**src/rtl/cpu_types_pkg.sv**
```systemverilog
// Shared types for the cache/RAM arbiter: RAM status codes and arbiter FSM states.
package cpu_types_pkg;

    typedef enum logic [1:0] {
        FREE   = 2'd0,
        BUSY   = 2'd1,
        ACCESS = 2'd2,
        ERROR  = 2'd3
    } ramstate_t;

    typedef enum logic [1:0] {
        IDLE    = 2'd0,
        GRANT_I = 2'd1,
        GRANT_D = 2'd2,
        TURN    = 2'd3
    } arb_state_t;

    localparam logic LAST_GRANT_I = 1'b0;
    localparam logic LAST_GRANT_D = 1'b1;

endpackage

```
**src/rtl/arb_timeout_ctr.sv**
```systemverilog
// Clear/enable counter of non-ACCESS grant cycles; tc flags the TIMEOUT-th such cycle.
module arb_timeout_ctr #(
    parameter int TIMEOUT = 255
) (
    input  logic clk,
    input  logic nRST,
    input  logic clr,
    input  logic en,
    output logic tc
);
    localparam int CW = (TIMEOUT < 2) ? 1 : $clog2(TIMEOUT);
    localparam logic [CW-1:0] LAST = CW'(TIMEOUT - 1);

    logic [CW-1:0] cnt;

    always_ff @(posedge clk or negedge nRST) begin
        if (!nRST) begin
            cnt <= '0;
        end else if (clr) begin
            cnt <= '0;
        end else if (en) begin
            cnt <= cnt + CW'(1);
        end
    end

    // The arbiter aborts in the cycle that would make the count reach TIMEOUT.
    assign tc = en && (cnt == LAST);

endmodule

```
**src/rtl/cache_mem_arbiter.sv**
```systemverilog
// Arbitrates the single-port RAM between icache and dcache fill/writeback paths.
// Optional ARB_ROUND_ROBIN_EN alternates priority on simultaneous requests.
module cache_mem_arbiter
    import cpu_types_pkg::*;
#(
    parameter int ADDR_W  = 32,
    parameter int WORD_W  = 32,
    parameter int TIMEOUT = 255
) (
    input  logic              clk,
    input  logic              nRST,
    input  logic              iREN,
    input  logic [ADDR_W-1:0] iaddr,
    output logic              iwait,
    output logic [WORD_W-1:0] iload,
    input  logic              dREN,
    input  logic              dWEN,
    input  logic [ADDR_W-1:0] daddr,
    input  logic [WORD_W-1:0] dstore,
    output logic              dwait,
    output logic [WORD_W-1:0] dload,
    output logic              ramREN,
    output logic              ramWEN,
    output logic [ADDR_W-1:0] ramaddr,
    output logic [WORD_W-1:0] ramstore,
    input  logic [WORD_W-1:0] ramload,
    input  logic [1:0]        ramstate,
    output logic              timeout_err,
    output arb_state_t        state
);
    // Handshake: a cache holds its request and operands steady while its wait
    // is 1; wait drops for exactly the ACCESS cycle that completes the transfer.
    ramstate_t rs;
    logic      granted_req;
    logic      in_grant;
    logic      access;
    logic      tc;

    assign rs       = ramstate_t'(ramstate);
    assign in_grant = (state == GRANT_I) || (state == GRANT_D);
    assign access   = granted_req && (rs == ACCESS);

    always_comb begin
        granted_req = 1'b0;
        case (state)
            GRANT_I: granted_req = iREN;
            GRANT_D: granted_req = dREN || dWEN;
            default: granted_req = 1'b0;
        endcase
    end

    always_comb begin
        ramREN   = 1'b0;
        ramWEN   = 1'b0;
        ramaddr  = '0;
        ramstore = '0;
        case (state)
            GRANT_I: begin
                ramREN  = iREN;
                ramaddr = iaddr;
            end
            GRANT_D: begin
                ramREN   = dREN;
                ramWEN   = dWEN;
                ramaddr  = daddr;
                ramstore = dstore;
            end
            default: ;
        endcase
    end

    assign iwait = !((state == GRANT_I) && access);
    assign dwait = !((state == GRANT_D) && access);
    assign iload = ramload;
    assign dload = ramload;

    arb_timeout_ctr #(.TIMEOUT(TIMEOUT)) u_timeout_ctr (
        .clk  (clk),
        .nRST (nRST),
        .clr  (!in_grant),
        .en   (in_grant && (rs != ACCESS)),
        .tc   (tc)
    );

`ifdef ARB_ROUND_ROBIN_EN
    logic last_grant;
`endif

    always_ff @(posedge clk or negedge nRST) begin
        if (!nRST) begin
            state       <= IDLE;
            timeout_err <= 1'b0;
`ifdef ARB_ROUND_ROBIN_EN
            last_grant  <= LAST_GRANT_I;
`endif
        end else begin
            case (state)
                IDLE: begin
`ifdef ARB_ROUND_ROBIN_EN
                    if ((dREN || dWEN) && iREN) begin
                        // Whoever was not served last goes first.
                        if (last_grant == LAST_GRANT_I) begin
                            state      <= GRANT_D;
                            last_grant <= LAST_GRANT_D;
                        end else begin
                            state      <= GRANT_I;
                            last_grant <= LAST_GRANT_I;
                        end
                    end else if (dREN || dWEN) begin
                        state      <= GRANT_D;
                        last_grant <= LAST_GRANT_D;
                    end else if (iREN) begin
                        state      <= GRANT_I;
                        last_grant <= LAST_GRANT_I;
                    end
`else
                    if (dREN || dWEN) begin
                        state <= GRANT_D;
                    end else if (iREN) begin
                        state <= GRANT_I;
                    end
`endif
                end
                GRANT_I, GRANT_D: begin
                    if (!granted_req || access) begin
                        state <= TURN;
                    end else if (tc) begin
                        timeout_err <= 1'b1;
                        state       <= TURN;
                    end
                end
                default: state <= IDLE;
            endcase
        end
    end

endmodule

```
**config.mk**
```make
export PLATFORM = sky130hd
export DESIGN_NAME = cache_mem_arbiter
export DESIGN_NICKNAME = d
export VERILOG_FILES = /design/src/rtl/cpu_types_pkg.sv /design/src/rtl/arb_timeout_ctr.sv /design/src/rtl/cache_mem_arbiter.sv
export SDC_FILE = /design/constraint.sdc
export NUM_CORES = 1
export LEC_CHECK = 0
export ABC_AREA = 1
export CAP_MARGIN = 20
export CORE_AREA = 2 2 103 105
export DETAILED_ROUTE_END_ITERATION = 12
export DIE_AREA = 0 0 105 107
export PLACE_DENSITY_LB_ADDON = 0.08
export SYNTH_ARGS = -nofsm -noshare
export SYNTH_HDL_FRONTEND = slang
export SYNTH_HIERARCHICAL = 1
export SYNTH_SLANG_ARGS = --single-unit
```
**constraint.sdc**
```tcl
create_clock -name clk -period 1.95 [get_ports clk]
set_input_delay 0.39 -clock clk [delete_from_list [all_inputs] [get_ports clk]]
set_output_delay 0.39 -clock clk [all_outputs]
set_load 0.005 [all_outputs]
```
After elaboration in Yosys (flattened, before gate mapping)
Index checks and enable logic that the tools add are counted.
- logic and storage cells: 40
- output and inout port bits: 135
- bits of input ports: 135
- bits in registers: 11
- add/sub/neg operators: 1
- reductions and logical operators: 15
- bitwise gates (word level): 1
- eq/ne operators: 8
- mux-type cells: 12
- operator list (cell ; number):
    $pmux 32 s2 ; 1
    $mux 32 ; 1
    $mux 8 ; 2
    $add 8x1->8 const B ; 1
    $eq 8x8->1 const B ; 1
    $mux 2 ; 4
    $ne 3x3->1 const B ; 2
    $logic_and 1x1->1 ; 5
    $eq 2x2->1 const B ; 2
    $pmux 1 s2 ; 2
    $pmux 2 s2 ; 1
    $logic_not 1->1 ; 3
    $logic_or 1x1->1 ; 3
    $reduce_and 3->1 ; 1
    $eq 2x1->1 const B ; 1
    $logic_not 2->1 ; 1
    $ne 2x1->1 const B ; 1
    $ne 2x2->1 const B ; 1
    $reduce_and 2->1 ; 1
    $reduce_or 2->1 ; 1
    $mux 1 ; 1
    $not 1->1 ; 1

Logic depth before layout (Yosys ltp)
Gate-level depths: netlist of run 1.
- depth after elaboration: 7
- gate-level depth with buffers: 11

Hierarchy
Netlist of run 1, hierarchy kept.
- modules (own cells, without submodules) (module ; seq. area each (sq um) ; area an instance (sq um) ; times used ; cells an instance):
    cache_mem_arbiter ; 75.1 ; 1491.4 ; 1 ; 278
    arb_timeout_ctr ; 200.2 ; 474.2 ; 1 ; 64

Worst setup path before layout of run 1
No wires, ideal clock.
- kind: reg-to-reg
- start point: register state[0]
- end point: register state[1]
- path slack: 166 ps
- required time: 1833 ps
- cell stages (with the launch flop): 12
- period minus slack after synthesis: 1784 ps
- data arrival time: 1667 ps
- setup time: 117 ps
- path through: dfrtp_1 inv_1 ha_1 inv_2 a21oi_4 nand3_1 nor3_1 inv_1 nand3_2 nand2_2 nand2_1 nand2_1
- longest elaborated chain between the ends: 6
- ends and longest elaborated chain (what ; line ; source):
    start: declaration ; cache_mem_arbiter.sv:29 ; output arb_state_t state
    start signal: assignment ; cache_mem_arbiter.sv:91 ; state <= IDLE;
    start signal: assignment ; cache_mem_arbiter.sv:118 ; state <= GRANT_D;
    start signal: assignment ; cache_mem_arbiter.sv:120 ; state <= GRANT_I;
    $eq 2x1->1 or $eq 2x2->1 (tied branches) ; cache_mem_arbiter.sv:40 ; assign in_grant = (state == GRANT_I) || (state == GRANT_D);
    $logic_or 1x1->1 * ; cache_mem_arbiter.sv:40 ;
    $logic_and 1x1->1 * ; cache_mem_arbiter.sv:81 ; .en (in_grant && (rs != ACCESS)),
    $logic_and 1x1->1 * ; arb_timeout_ctr.sv:27 ; assign tc = en && (cnt == LAST);
    via tc ; cache_mem_arbiter.sv:37 ; logic tc;
    $ne 3x3->1 (no line) * ; -- ;
    $reduce_and 2->1 (no line) * ; -- ;
Mark *: on every way through the listed nets, which the timed path passes. The rest lies on a longest branch.
A chain may end at the register's enable or synchronous reset.

Worst setup path after layout of run 1
- start point: register state[0]
- end point: output port dwait
- longest elaborated chain between the ends: 5
- ends and longest elaborated chain (what ; line ; source):
    $eq 2x2->1 or $eq 2x1->1 (tied branches) ; cache_mem_arbiter.sv:45, cache_mem_arbiter.sv:73 ;
    $pmux 1 s2 ; cache_mem_arbiter.sv:45 ; case (state)
    $logic_and 1x1->1 ; cache_mem_arbiter.sv:41 ; assign access = granted_req && (rs == ACCESS);
    $logic_and 1x1->1 * ; cache_mem_arbiter.sv:73 ; assign dwait = !((state == GRANT_D) && access);
    $logic_not 1->1 * ; cache_mem_arbiter.sv:73 ;
    end: declaration ; cache_mem_arbiter.sv:20 ; output logic dwait,
Mark *: on every way between the ends. The rest lies on a longest branch, timed or not.

==> results of run 1 <==
[cell families after synthesis]
logic type,count (synthesis),share of synthesized area
simple gates,156,0.326
compound gates,44,0.122
fa+ha+maj,7,0.0446
flops,11,0.140
buf+inv,124,0.368
[sequential cells by signal (all words and copies together) (netlist names)]
name	flops
state	2
u_timeout_ctr/cnt	8
timeout_err	1
[power breakdown]
part           total (uW)  internal [uW]  switching (uW)
logic                4350           2240            2110
clock network         229            144            85.1
registers             318            273            45.2
total                4900           2660            2240
[area by class of cell]
type                    count  share of cell area
clock buffers               4              0.0119
flip-flops and latches     11              0.0728
well taps                 136              0.0450
multi-input cells         207               0.313
inverters                  46              0.0470
repair buffers            215               0.510
[through the flow]
step / TNS, ns / area [um^2]
2_1_floorplan: 0 / 1970
3_3_place_gp: -8.75 / 3550
3_5_place_dp: -9.48 / 3550
4_1_cts: -1.37 / 3750
5_1_grt: -1.86 / 3780
6_report: -0.00488 / 3780
[layout by cell type, fill, tap and decap left out, drive strengths merged]
cell | Yosys | final
or2 | 1 | 1
clkdlybuf4s15 | 0 | 4
nand3 | 11 | 11
nand4 | 2 | 2
dfrtp | 11 | 11
nor2 | 15 | 15
nand2 | 126 | 126
clkbuf | 0 | 27
ha | 7 | 7
a21oi | 40 | 40
a31o | 1 | 1
nor3 | 1 | 1
inv | 46 | 46
buf | 78 | 82
o21ai | 3 | 3
dlygate4sd2 | 0 | 1
clkdlybuf4s50 | 0 | 105
[worst max-delay path, stage by stage (launching register included)]
cell and delay [ns]:
dfrtp_1 0.36, inv_2 0.08, buf_6 0.12, ha_4 0.28, nand3_2 0.08, a21oi_4 0.14, buf_6 0.11, nand2_2 0.04
buf_6 0.11
[what timing repair did]
item,4_1_cts,5_1_grt
gates cloned,3,1
pin swaps,6,4
endpoints found under the setup margin,70,69
setup buffers,11,6
resized for setup,221,98
[per-layer routing]
metal  GRT usage  share of wire  vias up
li1            -              -     1256
met1       0.167           0.38     1089
met2       0.290           0.52      122
met3      0.0687          0.092        8
met4      0.0219         0.0070        0
met5           0              0        -
[final timing paths]
path | startpoint | to | slack, ns | cells past startpoint
max | state[0] | dwait | -0.005 | 8
min | nRST | u_timeout_ctr/cnt[7] | 0.50 | 1
max reg2reg | state[0] | u_timeout_ctr/cnt[6] | 0.08 | 11
min reg2reg | timeout_err | timeout_err | 0.50 | 1
max in group asynchronous | nRST | state[0] | 1.10 | 1
min in group clk | timeout_err | timeout_err | 0.50 | 1
==> run_results.csv, run 1 <==
group,metric,value,unit
clock_network,htree_num_levels,1,
timing,max_clock_freq,0.512,GHz
logic_synthesis,gate_count_after_technology_mapping,342,
clock_network,cts_tree,"yes",
logic_synthesis,synth.ff_latch_count,11,
drt,detail_route.wirelength,9350,um
floorplan,rows,37,
drt,avgRoutedWirePerCell,15.1,um
timing,timing.final.crit_period,1.95,ns
logic_synthesis,most_instantiated_library_cell_after_synthesis,"nand2_1",
drt,vias,2475,
logic_synthesis,synth_area_leader_cell,"buf_4",
timing,final_setup_violations,1,
logic_synthesis,syn-cell-area,1970,um^2
logic_synthesis,synth_flop_cell,"dfrtp_1",
clock_network,cts-root-to-sink-buffers,2,
finish,multiInputGateArea,1180,um^2
place,dp_hpwl,7390,um
clock_network,clock_sinks,11,
clock_network,clock_latency,0.24,ns
critical_path,setup.worst_path.end_class,"output pin",
finish,nets,626,
global_route,grt_first_pass_wirelength,14000,um
timing,report.final.slew_viol_count,0,
finish,layout-area-overhead-vs-synth,92.3,%
logic_synthesis,synth_area_per_cell,5.75,um^2
critical_path,cp_max_fo,3,
drt,drc,0,
logic_synthesis,post-synth-top-area-fraction,0.244,
drt,number_of_nets_with_antenna_violations_after_detailed_routing,0,
floorplan,core,10100,um^2
logic_synthesis,synth_common_cells,"125 x nand2_1, 64 x buf_4, 45 x inv_1",
global_route,antenna_found_initial,0,
power_and_ir_drop,total_power,4900,uW
floorplan,boundaryPins,270,
global_route,track_usage,0.156,
finish,area.sequential,275,um^2
global_route,globalRouteOverflowTotal,0,
critical_path,setup.worst_path.start_class,"flop",
place,buffer_ports.inserted,173,
drt,detail_route.iter0.violations,108,
outcome,violations,"negative setup slack",
logic_synthesis,post_synth_main_area_contributors,"buf_4 24%, nand2_1 24%, dfrtp_1 14%, a21oi_1 9.7%, inv_1 8.6%",
critical_path,critPathRequiredTime,1.56,ns
logic_synthesis,yosys_warns,6,
logic_synthesis,synth.distinct_cells,22,
floorplan,area_of_the_die,11200,um^2
place,place_worst_setup_slack,-0.288,ns
critical_path,cp_data_arrival_time,1.56,ns
finish,antenna_cells_inserted,0,
clock_network,cts-buffers-inserted,3,
clock_network,clkTransAtPathRegs,0.05,ns
floorplan,dieHeight,107,um
finish,utilization_after_layout,0.375,
floorplan,die_width,105,um
power_and_ir_drop,power.ir.vdd_worst,0.000491,V
timing,hold_slack,0.498,ns
place,dp.cells,597,
timing,final.setup_skew,0.00210,ns
finish,final_cell_count_no_fill,619,
timing,relSlewSlack,0.651,
logic_synthesis,synth-edff-count,0,
logic_synthesis,syn-num-nets,484,
logic_synthesis,synth-seq-area-share,0.140,
finish,filler_cell_count,1108,
power_and_ir_drop,static-leakage-power,0.00190,uW
clock_network,ctsHoldBuffers,0,
global_route,number_of_global_route_vias_before_repair,2476,
clock_network,ctsRootBufferMaster,"clkbuf_8",
drt,drt-vias-per-instance,4.00,
timing,rsz0062_at_grt,"yes",
floorplan,initial_core_util,0.195,
logic_synthesis,ys_async_sr_fraction,1.00,
power_and_ir_drop,power_density,1300,nW/um^2
critical_path,critical_path_class,"reg -> out",
timing,hold_viol_final,0,
place,gpl.final_weighted_congestion,0.743,
drt,detailedRoute.firstPassIterationCount,4,
finish,layout-drive-gt1-share,0.344,
worst_hold_path,hold_path_class,"in -> async",
flow_run,max_cap_viol_count,0,
timing,final_critical_path_setup_slack,-0.00488,ns
outcome,status,"finished, violations left",
timing,timing.final.crit_share,1.00,
timing,timing_worst_slew_pin_value,0.522,ns
global_route,grt_max_degree,24,
No activity file was read; power rests on OpenSTA's default activity.
==> run 2, diff against run 1 <==
Settings changed: CORE_AREA 2 2 103 105 to 2 2 106 108, DIE_AREA 0 0 105 107 to 0 0 108 110, SYNTH_HIERARCHICAL 1 to not set.
Clock period 1.95 ns to 2 ns, I/O delays scaled along.
==> run_results.csv, run 2 <==
group,metric,value,unit
global_route,grt_max_degree,29,
logic_synthesis,yosys_warns,0,
logic_synthesis,synth-seq-area-share,0.141,
place,buffer_ports.inserted,173,
logic_synthesis,most_instantiated_library_cell_after_synthesis,"nand2_1",
critical_path,cp_data_arrival_time,1.62,ns
logic_synthesis,synth.distinct_cells,22,
floorplan,initial_core_util,0.183,
logic_synthesis,syn-cell-area,1960,um^2
clock_network,cts-root-to-sink-buffers,2,
finish,nets,630,
finish,multiInputGateArea,1220,um^2
place,dp.cells,590,
critical_path,reg_to_reg_critical_path_endpoint,"state[0]",
critical_path,worstSetupStartpoint,"state[0]",
logic_synthesis,gate_count_after_technology_mapping,339,
timing,timing.final.crit_share,1.01,
worst_hold_path,hold_path_class,"reg -> reg",
finish,antenna_cells_inserted,0,
global_route,antenna_found_initial,0,
critical_path,cpPeakStageDelay,0.39,ns
drt,avgRoutedWirePerCell,15.3,um
critical_path,worst-path-stages,7,
clock_network,cts-buffers-inserted,3,
power_and_ir_drop,power_density,1280,nW/um^2
critical_path,setup.worst_path.end_class,"output pin",
finish,largest_register_ffs,8,
critical_path,cpLargestDelayFamily,"buffers and inverters",
logic_synthesis,synth_area_per_cell,5.78,um^2
finish,final_cell_count_no_fill,627,
logic_synthesis,post-synth-top-area-fraction,0.245,
clock_network,cts_tree,"yes",
place,placement.cell_area,3450,um^2
logic_synthesis,synth-edff-count,0,
floorplan,die_width,108,um
critical_path,ordered_list_of_cells_on_the_worst_path,"inv_2, buf_6, ha_4, inv_6, clkbuf_16, a21oi_2, buf_2",
critical_path,critical_path.endpoint,"ramaddr[10]",
finish,largest_registers,"u_timeout_ctr.cnt x8, state x2, timeout_err x1",
finish,area.sequential,275,um^2
floorplan,area_of_the_die,11900,um^2
drt,number_of_nets_with_antenna_violations_after_detailed_routing,0,
timing,final_critical_path_setup_slack,-0.0209,ns
clock_network,htree_num_levels,1,
critical_path,reg2reg_from,"state[0]",
finish,design_area,4080,um^2
logic_synthesis,ys_async_sr_fraction,1.00,
critical_path,r2r_slack,0.38,ns
drt,vias,2535,
global_route,track_usage,0.139,
floorplan,dieHeight,110,um
floorplan,core,10700,um^2
power_and_ir_drop,power.ir.vdd_worst,0.000501,V
finish,largest_register,"u_timeout_ctr.cnt",
timing,timing.final.crit_period,2.02,ns
timing,final_setup_violations,15,
timing,final.setup_skew,0.00550,ns
worst_hold_path,holdPathStages,1,
finish,final_cell_mix,"105 x clkdlybuf4s50_1, 103 x nand2_1, 40 x inv_1, 32 x buf_2, 29 x a21oi_2",
timing,timing.setup.tns,-0.108,ns
timing,rsz0062_at_grt,"yes",
finish,filler_cell_count,1168,
critical_path,critical_path_class,"reg -> out",
global_route,grt_first_pass_wirelength,12800,um
clock_network,ctsHoldBuffers,0,
drt,drc,0,
critical_path,worst-path-buf-inv,5,
critical_path,timing.critical_path.slowest_stage_cell,"dfrtp_1",
finish,layout-drive-gt1-share,0.355,
timing,report.final.slew_viol_count,0,
logic_synthesis,synth.ff_latch_count,11,
critical_path,cp_max_fo,14,
logic_synthesis,syn-num-nets,481,
clock_network,ctsRootBufferMaster,"clkbuf_8",
finish,layout-area-overhead-vs-synth,108,%
finish,mostFrequentLayoutCell,"clkdlybuf4s50_1",
drt,detailedRoute.firstPassIterationCount,4,
critical_path,critPathRequiredTime,1.60,ns
timing,relSlewSlack,0.663,
timing,hold_viol_final,0,
timing,timing_worst_slew_pin_value,0.504,ns
logic_synthesis,post_synth_main_area_contributors,"buf_4 25%, nand2_1 24%, dfrtp_1 14%, a21oi_1 9.5%, inv_1 8.4%",
timing,max_clock_freq,0.495,GHz
floorplan,rows,38,
critical_path,setup.worst_path.start_class,"flop",
clock_network,clock_latency,0.24,ns
place,gpl.final_weighted_congestion,0.795,
drt,drt-vias-per-instance,4.04,
power_and_ir_drop,total_power,5230,uW
logic_synthesis,synth_flop_cell,"dfrtp_1",
outcome,status,"finished, violations left",
logic_synthesis,synth_common_cells,"124 x nand2_1, 64 x buf_4, 44 x inv_1",
critical_path,worstRegToRegCells,9,
clock_network,clkTransAtPathRegs,0.05,ns
flow_run,max_cap_viol_count,0,
logic_synthesis,synth_area_leader_cell,"buf_4",
floorplan,boundaryPins,270,
drt,detail_route.wirelength,9600,um
place,dp_hpwl,6770,um
finish,utilization_after_layout,0.381,
outcome,violations,"negative setup slack",
drt,detail_route.iter0.violations,62,
global_route,globalRouteOverflowTotal,0,
power_and_ir_drop,static-leakage-power,0.00205,uW
global_route,number_of_global_route_vias_before_repair,2404,
clock_network,clock_sinks,11,
-- run 2: cell types whose count changed in the layout (fill, tap and decap cells not counted), moves of 4 or more --
cell	delta
a21oi_1	-9
nand2_2	+7
buf_2	-8
clkbuf_16	+4
nand2_1	-10
clkbuf_2	-9
dlygate4sd2_1	+18
a21oi_2	+5
-- run 2: through the flow --
stage	setup WS [ns]	hold slack, ns
2_1_floorplan	0.301	0.104
4_1_cts	-0.107	0.481
3_5_place_dp	-0.271	0.465
5_1_grt	-0.0937	0.494
3_3_place_gp	-0.292	0.470
6_report	-0.0209	0.477
-- run 2: kinds of logic (layout without fill, tap and decap cells) --
family / Yosys count / after routing / share of synthesized area
compound gates: 46 / 46 / 0.120
flops: 11 / 11 / 0.141
buf+inv: 125 / 273 / 0.385
simple gates: 150 / 150 / 0.309
fa+ha+maj: 7 / 7 / 0.0447
-- run 2: final cells by class --
cell class,count,share of cell area
inverter,45,0.0427
timing repair buffer,224,0.535
multi-input combinational,203,0.300
tap,140,0.0430
sequential,11,0.0675
clock buffer,4,0.0111
-- run 2: layer usage --
metal,up-vias,part of all wire,track usage
li1,1259,-,-
met5,-,0,0
met1,1142,0.40,0.161
met3,14,0.082,0.0476
met4,0,0.014,0.0275
met2,120,0.50,0.249
-- run 2: worst register-to-register path, delay by kind of cell (launching register included) --
family,cells,cell delay [ns]
AND/OR/NAND/NOR,4,0.42
flip-flops,1,0.39
adder cells (fa/ha/maj),1,0.29
buffers and inverters,4,0.43
-- run 2: repair_timing --
item	4_1_cts	5_1_grt
cloned	2	5
setup buffers	19	8
endpoints found under the setup margin	68	47
resized for setup	224	83
pin swaps	3	14
hold endpoints to repair	0	0
-- run 2: where the power goes --
part | total [uW] | internal [uW] | switching, uW
clock network | 226 | 140 | 85.7
registers | 306 | 267 | 39.4
logic | 4700 | 2520 | 2170
total | 5230 | 2930 | 2300
-- run 2: worst min-delay path by stage --
stage                 from     endpoint  slack, ns
3_5_place_dp   timeout_err  timeout_err       0.46
5_1_grt        timeout_err  timeout_err       0.49
6_report       timeout_err  timeout_err       0.48
3_3_place_gp   timeout_err  timeout_err       0.47
2_1_floorplan         nRST     state[0]       0.10
4_1_cts        timeout_err  timeout_err       0.48
==> run 3, diff against run 2 <==
Settings changed: CTS_CLUSTER_DIAMETER set to 120.
==> results of run 3 <==
No change in the layout: final DEF, timing and power equal those of run 2.
